[src/rtl/adc_spi_reader_if.sv]
// Signal bundle between the ADC SPI reader and its environment.
// master = reader side, slave = requester plus the ADC pins it talks to.
interface adc_spi_reader_if;
  logic       start_sample;
  logic       adc_miso;
  logic       adc_sclk;
  logic       adc_cs;
  logic [9:0] adc_data;
  logic       data_valid;
  logic       busy;

  modport master (
    input  start_sample, adc_miso,
    output adc_sclk, adc_cs, adc_data, data_valid, busy
  );

  modport slave (
    output start_sample, adc_miso,
    input  adc_sclk, adc_cs, adc_data, data_valid, busy
  );
endinterface

[src/rtl/adc_spi_reader.sv]
// Mode-0 SPI reader for an MCP3001-class 10-bit ADC: one 16-bit frame per
// accepted request, result presented with a single-cycle valid strobe.
module adc_spi_reader #(
  parameter int CLK_DIV    = 6,
  parameter int FRAME_BITS = 16
) (
  input  logic              clk,
  input  logic              nrst,
  adc_spi_reader_if.master  bus
);

  typedef enum logic [2:0] {IDLE, SETUP, SHIFT, DONE, HOLD} state_t;

  state_t                state, state_d;
  logic [7:0]            div_cnt, div_cnt_d;
  logic [4:0]            fall_cnt, fall_cnt_d;
  logic [FRAME_BITS-1:0] shift, shift_d;
  logic [1:0]            miso_sync;
  logic                  sclk_q, sclk_d;
  logic                  cs_q, cs_d;
  logic [9:0]            data_q, data_d;
  logic                  valid_q, valid_d;
  logic                  busy_q, busy_d;
  logic                  half_done;

  assign half_done = (div_cnt == 8'(CLK_DIV - 1));

  // NOTE: sequential state uses non-blocking assignments so every register
  // samples the pre-edge values of the others, independent of statement order.
  always_ff @(posedge clk or negedge nrst) begin
    if (!nrst) begin
      state     <= IDLE;
      div_cnt   <= '0;
      fall_cnt  <= '0;
      shift     <= '0;
      miso_sync <= '0;
      sclk_q    <= 1'b0;
      cs_q      <= 1'b1;
      data_q    <= '0;
      valid_q   <= 1'b0;
      busy_q    <= 1'b0;
    end else begin
      state     <= state_d;
      div_cnt   <= div_cnt_d;
      fall_cnt  <= fall_cnt_d;
      shift     <= shift_d;
      miso_sync <= {miso_sync[0], bus.adc_miso};
      sclk_q    <= sclk_d;
      cs_q      <= cs_d;
      data_q    <= data_d;
      valid_q   <= valid_d;
      busy_q    <= busy_d;
    end
  end

  always_comb begin
    // NOTE: every output of this block gets a default first, so no path can
    // leave a signal unassigned and infer a latch.
    state_d    = state;
    div_cnt_d  = div_cnt;
    fall_cnt_d = fall_cnt;
    shift_d    = shift;
    sclk_d     = sclk_q;
    cs_d       = cs_q;
    data_d     = data_q;
    valid_d    = 1'b0;
    busy_d     = busy_q;

    unique case (state)
      IDLE: begin
        if (bus.start_sample) begin
          state_d    = SETUP;
          cs_d       = 1'b0;
          busy_d     = 1'b1;
          div_cnt_d  = '0;
          fall_cnt_d = '0;
        end
      end
      SETUP: begin
        // CS-to-first-SCLK setup time, one half-period long.
        if (half_done) begin
          sclk_d    = 1'b1;
          div_cnt_d = '0;
          state_d   = SHIFT;
        end else begin
          div_cnt_d = div_cnt + 8'd1;
        end
      end
      SHIFT: begin
        if (half_done) begin
          div_cnt_d = '0;
          sclk_d    = ~sclk_q;
          // Sample at the end of the high phase; the ADC updates after the fall.
          if (sclk_q) begin
            shift_d    = {shift[FRAME_BITS-2:0], miso_sync[1]};
            fall_cnt_d = fall_cnt + 5'd1;
            if (fall_cnt == 5'(FRAME_BITS - 1)) state_d = DONE;
          end
        end else begin
          div_cnt_d = div_cnt + 8'd1;
        end
      end
      DONE: begin
        cs_d      = 1'b1;
        data_d    = shift[12:3];
        valid_d   = 1'b1;
        div_cnt_d = '0;
        state_d   = HOLD;
      end
      HOLD: begin
        if (half_done) begin
          busy_d  = 1'b0;
          state_d = IDLE;
        end else begin
          div_cnt_d = div_cnt + 8'd1;
        end
      end
      default: state_d = IDLE;
    endcase
  end

  assign bus.adc_sclk   = sclk_q;
  assign bus.adc_cs     = cs_q;
  assign bus.adc_data   = data_q;
  assign bus.data_valid = valid_q;
  assign bus.busy       = busy_q;

endmodule

[src/flat_wrapper.sv]
// flat-port wrapper written by rule: the top's interface ports become plain ports
module adc_spi_reader_flat 
#(
  parameter int CLK_DIV    = 6,
  parameter int FRAME_BITS = 16
)
  (clk, nrst, bus_start_sample, bus_adc_miso, bus_adc_sclk, bus_adc_cs, bus_adc_data, bus_data_valid, bus_busy);
  adc_spi_reader_if bus_i ();
  input  logic clk;
  input  logic nrst;
  input wire logic [$bits(bus_i.start_sample)-1:0] bus_start_sample;
  input wire logic [$bits(bus_i.adc_miso)-1:0] bus_adc_miso;
  output wire logic [$bits(bus_i.adc_sclk)-1:0] bus_adc_sclk;
  output wire logic [$bits(bus_i.adc_cs)-1:0] bus_adc_cs;
  output wire logic [$bits(bus_i.adc_data)-1:0] bus_adc_data;
  output wire logic [$bits(bus_i.data_valid)-1:0] bus_data_valid;
  output wire logic [$bits(bus_i.busy)-1:0] bus_busy;
  assign bus_i.start_sample = bus_start_sample;
  assign bus_i.adc_miso = bus_adc_miso;
  assign bus_adc_sclk = bus_i.adc_sclk;
  assign bus_adc_cs = bus_i.adc_cs;
  assign bus_adc_data = bus_i.adc_data;
  assign bus_data_valid = bus_i.data_valid;
  assign bus_busy = bus_i.busy;
  adc_spi_reader #(.CLK_DIV(CLK_DIV), .FRAME_BITS(FRAME_BITS)) u_core (.clk(clk), .nrst(nrst), .bus(bus_i));
endmodule
[config.mk]
export PLATFORM = sky130hd
export DESIGN_NAME = adc_spi_reader_flat
export DESIGN_NICKNAME = d
export VERILOG_FILES = /design/src/rtl/adc_spi_reader_if.sv /design/src/rtl/adc_spi_reader.sv /design/src/flat_wrapper.sv
export SDC_FILE = /design/constraint.sdc
export NUM_CORES = 1
export LEC_CHECK = 0
export CORE_MARGIN = 5
export CORE_UTILIZATION = 51
export CTS_CLUSTER_SIZE = 10
export DETAILED_ROUTE_END_ITERATION = 10
export GPL_ROUTABILITY_DRIVEN = 1
export PLACE_DENSITY = 0.86
export SLEW_MARGIN = 20
export SYNTH_ARGS = -nofsm -noshare
export SYNTH_HDL_FRONTEND = slang
export SYNTH_SLANG_ARGS = --single-unit
[constraint.sdc]
create_clock -name clk -period 1.7 [get_ports clk]
set_input_delay 0.34 -clock clk [delete_from_list [all_inputs] [get_ports clk]]
set_output_delay 0.34 -clock clk [all_outputs]
set_load 0.05 [all_outputs]
## After elaboration in Yosys (flattened, before gate mapping)

Cells that the tools add are included.

- Add/subtract/negate cells: 2
- Equality and inequality tests: 13
- Mux-type cells: 24
- Bitwise logic cells: 1
- Reduce and logical (&&, ||, !) cells: 14

Operator list:

| operator | count |
|---|---|
| case mux 8 bit (4 select lines) | 1 |
| two-way mux 8 bit | 3 |
| two-way mux 3 bit | 6 |
| two-way mux 5 bit | 3 |
| case mux 3 bit (5 select lines) | 1 |
| AND reduction 3 bit | 4 |
| != test 2 x 1 -> 1 bit, second input constant | 5 |
| case mux 5 bit (2 select lines) | 1 |
| adder 8 x 1 -> 8 bit, second input constant | 1 |
| == test 8 x 3 -> 1 bit, second input constant | 1 |
| nonzero test 2 bit | 4 |
| == test 3 x 2 -> 1 bit, second input constant | 2 |
| two-way mux 1 bit | 6 |
| case mux 1 bit (2 select lines) | 3 |
| AND reduction 6 bit | 1 |
| adder 5 x 1 -> 5 bit, second input constant | 1 |
| == test 5 x 4 -> 1 bit, second input constant | 1 |
| != test 2 bit, second input constant | 2 |
| AND reduction 4 bit | 1 |
| nonzero test 4 bit | 1 |
| == test 3 x 1 -> 1 bit, second input constant | 1 |
| == test 3 bit, second input constant | 1 |
| zero test 3 bit | 1 |
| AND reduction 2 bit | 1 |
| other kinds (2) | 2 |

- Register bits after elaboration: 45
- Input port bits: 4
- Output and inout port bits: 14
- Word-level logic and storage cells: 64

## Logic depth before layout (Yosys ltp)

Gate-level depths: netlist (run 1).

- Word-level depth: 5
- Mapped depth: 8
- Depth with buffers taken out: 7

## Worst setup path before layout (run 1)

OpenSTA, ideal clock, no wires.

- Path type: register -> register
- Start: register u_core.sclk_q (netlist: u_core.bus.adc_sclk)
- End: register u_core.shift[10]
- Setup time: 0.125 ns
- Arrival time: 1.717 ns
- Required time: 1.575 ns
- Setup slack: -0.142 ns
- Stages on the path, launching flop included: 6
- Path buffers: 2
- Period minus slack after synthesis: 1.842 ns
- Path through: dfrtp_1 and4bb_2 and3_1 buf_6 buf_12 mux2_4

- Cells in the longest elaborated chain, start to end: 1

Ends and longest elaborated chain:

| what | line | text |
|---|---|---|
| start, declared | adc_spi_reader.sv:19 | `logic sclk_q, sclk_d;` |
| start signal, assigned | adc_spi_reader.sv:48 | `sclk_q <= sclk_d;` |
| AND reduction 3 bit (no source line) | n/a |  |
| end signal, assigned | adc_spi_reader.sv:46 | `shift <= shift_d;` |
| end, declared | adc_spi_reader.sv:17 | `logic [FRAME_BITS-1:0] shift, shift_d;` |

Every way passes these cells.
A chain may end at the register's enable or synchronous reset.

## Worst setup path after layout (run 1)

- Start: register u_core.div_cnt[1]
- End: register u_core.shift[12]

- Cells in the longest elaborated chain, start to end: 2

Ends and longest elaborated chain:

| what | line | text |
|---|---|---|
| start, declared | adc_spi_reader.sv:15 | `logic [7:0] div_cnt, div_cnt_d;` |
| start signal, assigned | adc_spi_reader.sv:44 | `div_cnt <= div_cnt_d;` |
| == test 8 x 3 -> 1 bit | adc_spi_reader.sv:26 | `assign half_done = (div_cnt == 8'(CLK_DIV - 1));` |
| AND reduction 3 bit (no source line) | n/a |  |

Every way passes these cells.

==> results by group, run 1 <==
Run status
  – Outcome: complete, but fails checks
  – Violated checks: negative hold slack, negative setup slack

CTS
  – CTS max path bufs: 2
  – Htree depth: 2
  – CTS tree: yes
  – Cts bufs inserted: 5
  – CTS Root Cell: clkbuf_8
  – Reg clk slew, reported paths: about 0.08 ns
  – Clk sink count: 45
  – Clk_lat worst skew: approximately 0.30 ns

Timing
  – Final worst setup slack: -0.000800 ns
  – Hold Fails Final Rpt: 4
  – Final period utilization: 100%
  – Pins over their slew limit: 0
  – RSZ-0062 raised after global routing: true
  – Slew headroom: between 70% and 80%
  – Min cycle time layout: about 1.7 ns
  – Worst slew pin tran: roughly 0.41 ns
  – Fmax: ~0.59 GHz
  – Final Skew: about 0.0065 ns
  – Setup violations, final: 1
  – WHS: -0.00814 ns

Critical path
  – CP Data Arrival Time: about 1.9 ns
  – Worst path top cell family by delay: simple AND/OR/NAND/NOR gates
  – Worst EP required: 1.88 ns
  – Max FO, Critical Path: 8
  – Reg2reg end: u_core.shift[12]$_DFFE_PN0P_
  – Flop2flop setup slack: -0.0008 ns
  – CP startpoint kind: register
  – Max stage delay on crit path: roughly 0.40 ns
  – Setup Crit Path Kind: register to register
  – Crit end category: register
  – Slowest CP cell: dfrtp_1
  – R2R depth: 5
  – Cell Chain, Critical Path: inv_2 > ha_4 > and3b_2 > and3_4 > mux2_4
  – Worst R2R Start: u_core.div_cnt[1]$_DFFE_PN0P_
  – Bufs and invs on worst path: 1

Power
  – P_leak: 1.31 nW
  – Overall power: 2.98 mW
  – Max VDD drop: a little under 0.8 mV
  – P per Cell Area: ~1100 nW/µm²

Floorplanning
  – Die Height: around 74 µm
  – Chip Width: ~74 µm
  – Core footprint: roughly 4000 µm²
  – Num ports: 18
  – Initial Util: about 52%
  – Rows: 23
  – Full die area: between 5000 and 6000 µm²

Synthesis
  – Mapped Cells: approximately 190
  – Mean Syn Cell Area: 11.3 µm²
  – Post-synthesis cell area: approximately 2100 µm²
  – Ys async rst share: 100%
  – Yosys cell types: 44
  – Sequential fraction of the synthesis area: between 50% and 60%
  – Post-synth EDFFs: 0
  – Syn nets: about 190
  – Yosys warning total: 0
  – FF+latch count, synth: 45
  – Synth Flop Type: dfrtp_1

Place
  – Placed cell area: between 2000 and 2500 µm²
  – Port bufs: 17
  – DP HPWL: 2.86 mm
  – Final RePlAce weighted congestion: 0.793
  – Post-Place Cells: 272

Finish
  – Final instance area: approximately 2700 µm²
  – Layout Cells excl Fill: 286
  – Final net count: ~240
  – Syn-to-layout area delta: 28.4%
  – # fillers: 275
  – Fraction of layout cells with a size suffix above 1: 38.1%
  – Ant diodes: 0
  – Util after Layout: 67.3%

Global route
  – Gr usage total: 17.8%
  – Initial antenna violation count: 0
  – First-pass GRT wire length: 7.21 mm
  – Pin count of the biggest net entering global routing: 46
  – GR Overflow Total: 0
  – Vias in the first global route: between 1,500 and 2,000

Routing
  – Iteration-0 DRC Markers: 95
  – Vias per cell: roughly 5.6
  – Drt drc: 0
  – Initial DRT Pass Iterations: 4
  – Detailed Route WL: approximately 4.7 mm
  – Via count: about 1,600
  – Wire per inst: 16.6 µm
  – Routed Antenna Nets: 0

Worst hold path
  – Worst hold path type: input pin to async pin

Flow run
  – Max Cap Violations: 0
==> per-stage QoR <==
stage               setup WS [ns]   TNS [ns]
global placement           -0.149      -1.04
finish                  -0.000800  -0.000800
floorplan                 -0.0144     -0.115
global route              -0.0314     -0.363
CTS                       0.00710          0
detailed placement         -0.151      -1.82
==> layout make-up <==
cell class / instances / area (µm²) / area share [%]
well taps: 50 / 62.6 / 2.33
clock buffers: 6 / 72.6 / 2.70
inverters: 5 / 18.8 / 0.698
repair buffers: 49 / 403 / 15.0
clock inverters: 2 / 15.0 / 0.558
flip-flops and latches: 45 / 1130 / 42.1
multi-input cells: 129 / 986 / 36.7
==> how the worst max path moves through the flow <==
stage	start	endpoint	slack, ns	cells after the start
after floorplan	u_core.div_cnt[1]$_DFFE_PN0P_	u_core.shift[10]$_DFFE_PN0P_	-0.01	8
after global placement	bus_start_sample	u_core.div_cnt[6]$_DFFE_PN0P_	-0.15	5
after detailed placement	bus_start_sample	u_core.div_cnt[6]$_DFFE_PN0P_	-0.15	5
after CTS	u_core.div_cnt[6]$_DFFE_PN0P_	u_core.div_cnt[3]$_DFFE_PN0P_	0.007	6
after global routing	u_core.div_cnt[5]$_DFFE_PN0P_	u_core.div_cnt[3]$_DFFE_PN0P_	-0.03	6
final	u_core.div_cnt[1]$_DFFE_PN0P_	u_core.shift[12]$_DFFE_PN0P_	-0.0008	5
==> layout by cell type, fill, tap and decap left out, types with 3 or more instances in the layout <==
cell type / instances
mux2_4: 13
dfrtp_1: 40
o21ai_0: 5
inv_1: 4
nand2_1: 34
clkbuf_8: 5
nand4_1: 6
a21o_1: 3
nand3_1: 3
nor2b_1: 4
nor2_1: 10
dfrtp_2: 4
a21oi_1: 6
xor2_1: 3
buf_4: 42
xnor2_1: 3
==> Yosys cell counts (all sizes together), types with 4 or more instances <==
master	number	area share [%]
inv	5	0.90
ha	4	2.4
nand2	35	6.3
nor4	4	2.2
nor2b	4	1.2
mux2	14	9.0
o21ai	6	1.4
a21oi	6	1.4
nor2	11	2.0
nand4	6	1.8
buf	5	2.2
dfrtp	44	53
==> state kept, by name, summed over array words and instances, names as in the netlist <==
register / count
u_core.bus.adc_cs: 1
u_core.bus.adc_data: 10
u_core.div_cnt: 8
u_core.miso_sync: 2
u_core.shift: 13
u_core.fall_cnt: 5
u_core.bus.adc_sclk: 1
u_core.state: 3
u_core.bus.busy: 1
u_core.bus.data_valid: 1
==> per-layer routing <==
layer | part of all wire (%) | track usage [%]
met4 | 5.1 | 12.3
met2 | 50 | 28.3
met5 | 0 | 0
met1 | 40 | 21.2
met3 | 4.6 | 4.59
==> report_power, final <==
group,switching (mW),leakage (nW),total [mW],internal (mW)
Combinational,0.569,0.670,1.06,0.495
Sequential,0.102,0.602,1.26,1.16
Clock,0.363,0.0374,0.652,0.290
Total,1.03,1.31,2.98,1.94
==> kinds of logic after synthesis <==
| logic type | after synthesis | share of synthesized area [%] |
|---|---|---|
| and+or+nand+nor | 77 | 19.8 |
| AOI/OAI and AO/OA | 27 | 8.84 |
| adders and majority gates | 4 | 2.39 |
| buffers and inverters | 13 | 3.70 |
| xor gates and xnor gates | 6 | 2.51 |
| DFF | 45 | 53.8 |
| muxes | 14 | 8.96 |
==> what timing repair did <==
item                       in CTS  in global routing
setup endpoints to repair      13                 17
buffers inserted                0                  5
pin swaps                       1                 10
hold buffers                    0                  0
resized for setup               2                 21
gates cloned                    1                  0
No activity file was read; power rests on OpenSTA's default activity.
==> run 2: changes to the inputs <==
--- a/config.mk
+++ b/config.mk
@@ -7,6 +7,7 @@
 export LEC_CHECK = 0
 export CORE_MARGIN = 5
 export CORE_UTILIZATION = 51
+export CTS_CLUSTER_DIAMETER = 100
 export CTS_CLUSTER_SIZE = 10
 export DETAILED_ROUTE_END_ITERATION = 10
 export GPL_ROUTABILITY_DRIVEN = 1
==> results of run 2 <==
The final DEF is identical to that of run 1; final timing and power are the same.
==> run 3: changes to the inputs <==
--- a/config.mk
+++ b/config.mk
@@ -12,6 +12,7 @@
 export DETAILED_ROUTE_END_ITERATION = 10
 export GPL_ROUTABILITY_DRIVEN = 1
 export PLACE_DENSITY = 0.86
+export SKIP_CTS_REPAIR_TIMING = 1
 export SLEW_MARGIN = 20
 export SYNTH_ARGS = -nofsm -noshare
 export SYNTH_HDL_FRONTEND = slang
==> run 3 against run 2 <==
Compared with the run above: the run ends with negative hold slack left; sequential share of layout area increased by 0.95 points; via count shrank 2.1%; routed wire length decreased by 4.3%; clock-buffer cell count unchanged; largest cell class unchanged; largest power group unchanged.
==> results by group, run 3 (same netlist as run 1, synthesis figures left out) <==
Run status
  – Outcome: complete, but fails checks
  – Violated checks: negative hold slack

Worst hold path
  – Worst hold path type: input pin to async pin

Power
  – Overall power: 2.85 mW (-4.4%)
  – Max VDD drop: 0.660 mV (-14%)
  – P_leak: 1.30 nW (-0.55%)
  – P per Cell Area: 1090 nW/µm² (-2.0%)

Finish
  – Syn-to-layout area delta: 25.3%
  – Ant diodes: 0 (unchanged)
  – Final instance area: 2630 µm² (-2.4%)
  – Fraction of layout cells with a size suffix above 1: 36.2% (-2.0 points)
  – Most common cell after layout, fill and taps aside: buf_4
  – Layout Cells excl Fill: 285 (-0.35%)
  – Max reg flops: 13 (unchanged)
  – Final net count: 242 (-0.41%)
  – Most frequent cells in the layout: buf_4 (43), dfrtp_1 (42), nand2_1 (34)
  – Reg with most FFs: u_core.shift
  – Util after Layout: 65.6% (-1.6 points)

Routing
  – Detailed Route WL: 4.53 mm (-4.3%)
  – Via count: 1,579 (-2.1%)
  – Vias per cell: 5.54 (-1.8%)
  – Routed Antenna Nets: 0 (unchanged)
  – Initial DRT Pass Iterations: 4 (unchanged)
  – Iteration-0 DRC Markers: 79 (-17%)
  – Wire per inst: 15.9 µm (-4.0%)
  – Drt drc: 0 (unchanged)

Timing
  – Pins over their slew limit: 0 (unchanged)
  – Min cycle time layout: 1.69 ns (-0.0132 ns)
  – Fmax: 0.593 GHz (+0.78%)
  – Post-route setup TNS: 0 ns (+0.000800 ns)
  – WHS: -0.00135 ns (+0.00679 ns)
  – Worst slew pin tran: 0.369 ns (-0.0393 ns)
  – Slew headroom: 75.2% (+2.4 points)
  – Setup violations, final: 0 (-1)
  – Hold Fails Final Rpt: 1 (-3)
  – Final period utilization: 99.3% (-0.78 points)
  – RSZ-0062 raised after global routing: true
  – Final Skew: 0.00867 ns (+0.00217 ns)

Critical path
  – Worst EP required: 1.89 ns (about the same)
  – Setup Crit Path Kind: register to register
  – CP startpoint kind: register
  – Crit end category: register
  – CP Data Arrival Time: 1.88 ns (about the same)
  – Max FO, Critical Path: 8 (unchanged)

Floorplanning
  – Num ports: 18 (unchanged)
  – Initial Util: 52.4% (unchanged)
  – Full die area: 5490 µm² (unchanged)
  – Core footprint: 4000 µm² (unchanged)
  – Rows: 23 (unchanged)
  – Chip Width: 74.1 µm (unchanged)
  – Die Height: 74.1 µm (unchanged)

Flow run
  – Max Cap Violations: 0 (unchanged)

Place
  – Placed cell area: 2460 µm² (unchanged)
  – Final RePlAce weighted congestion: 0.793 (unchanged)
  – Post-Place Cells: 272 (unchanged)
  – Port bufs: 17 (unchanged)
  – DP HPWL: 2.86 mm (unchanged)

Global route
  – Initial antenna violation count: 0 (unchanged)
  – First-pass GRT wire length: 7.00 mm (-3.0%)
  – Pin count of the biggest net entering global routing: 46 (unchanged)
  – Gr usage total: 17.2% (-0.66 points)
  – GR Overflow Total: 0 (unchanged)
  – Vias in the first global route: 1,523 (-4.6%)

CTS
  – CTS tree: yes
  – Reg clk slew, reported paths: 0.08 ns (about the same)
  – Clk_lat worst skew: 0.30 ns (about the same)
  – CTS Root Cell: clkbuf_8
  – Cts bufs inserted: 5 (unchanged)
  – CTS max path bufs: 2 (unchanged)
  – Clk sink count: 45 (unchanged)
  – Htree depth: 2 (unchanged)
## run 3: changes by cell type in the layout (fill, tap and decap cells not counted)
cell / delta
a211oi_2: +1
a211oi_4: -1
a311oi_1: +1
a311oi_4: -1
buf_4: +1
buf_6: -2
dfrtp_1: +2
dfrtp_2: -2
ha_1: +1
ha_2: +1
ha_4: -2
## run 3: final timing paths
| kind | startpoint | endpoint | slack [ns] | cells after the start |
|---|---|---|---|---|
| min reg2reg | u_core.miso_sync[0]$_DFF_PN0_ | u_core.miso_sync[1]$_DFF_PN0_ | 0.36 | 0 |
| min in group clk | u_core.miso_sync[0]$_DFF_PN0_ | u_core.miso_sync[1]$_DFF_PN0_ | 0.36 | 0 |
| max | u_core.div_cnt[1]$_DFFE_PN0P_ | u_core.shift[12]$_DFFE_PN0P_ | 0.01 | 5 |
| max in group asynchronous | nrst | u_core.bus.adc_cs$_DFFE_PN1P_ | 1.43 | 2 |
| min | nrst | u_core.div_cnt[0]$_DFFE_PN0P_ | -0.001 | 2 |
| max reg2reg | u_core.div_cnt[1]$_DFFE_PN0P_ | u_core.shift[12]$_DFFE_PN0P_ | 0.01 | 5 |
## run 3: per-layer routing
layer | wire [µm] | GRT usage [%]
met4 | 199 | 9.86
met5 | 0 | 0
met1 | 1950 | 21.4
met2 | 2210 | 27.3
met3 | 165 | 4.19
## run 3: report_power, final
| part | internal (mW) | leakage, nW | total (mW) | switching, mW |
|---|---|---|---|---|
| clock network | 0.290 | 0.0374 | 0.654 | 0.365 |
| registers | 1.16 | 0.605 | 1.25 | 0.0955 |
| logic | 0.435 | 0.660 | 0.941 | 0.506 |
| total | 1.88 | 1.30 | 2.85 | 0.967 |
## run 3: critical path, stage by stage, from the launching register on
cell	delay (ns)
dfrtp_1	0.40
inv_2	0.07
ha_2	0.16
and3b_2	0.30
and3_4	0.32
mux2_4	0.32
## run 3: layout make-up
type	instances	area, µm²
Clock buffer	6	72.6
Sequential cell	45	1130
Fill cell	288	1380
Tap cell	50	62.6
Inverter	5	18.8
Timing Repair Buffer	48	388
Clock inverter	2	15.0
Multi-Input combinational cell	129	938
## run 3: metrics by stage
| step | hold WS, ns | setup slack (ns) |
|---|---|---|
| after global placement | 0.331 | -0.149 |
| final | -0.00135 | 0.0124 |
| after global routing | 0.0203 | -0.0577 |
| after floorplan | 0.0444 | -0.0144 |
| after detailed placement | 0.334 | -0.151 |
| after CTS | 0.00321 | -0.104 |
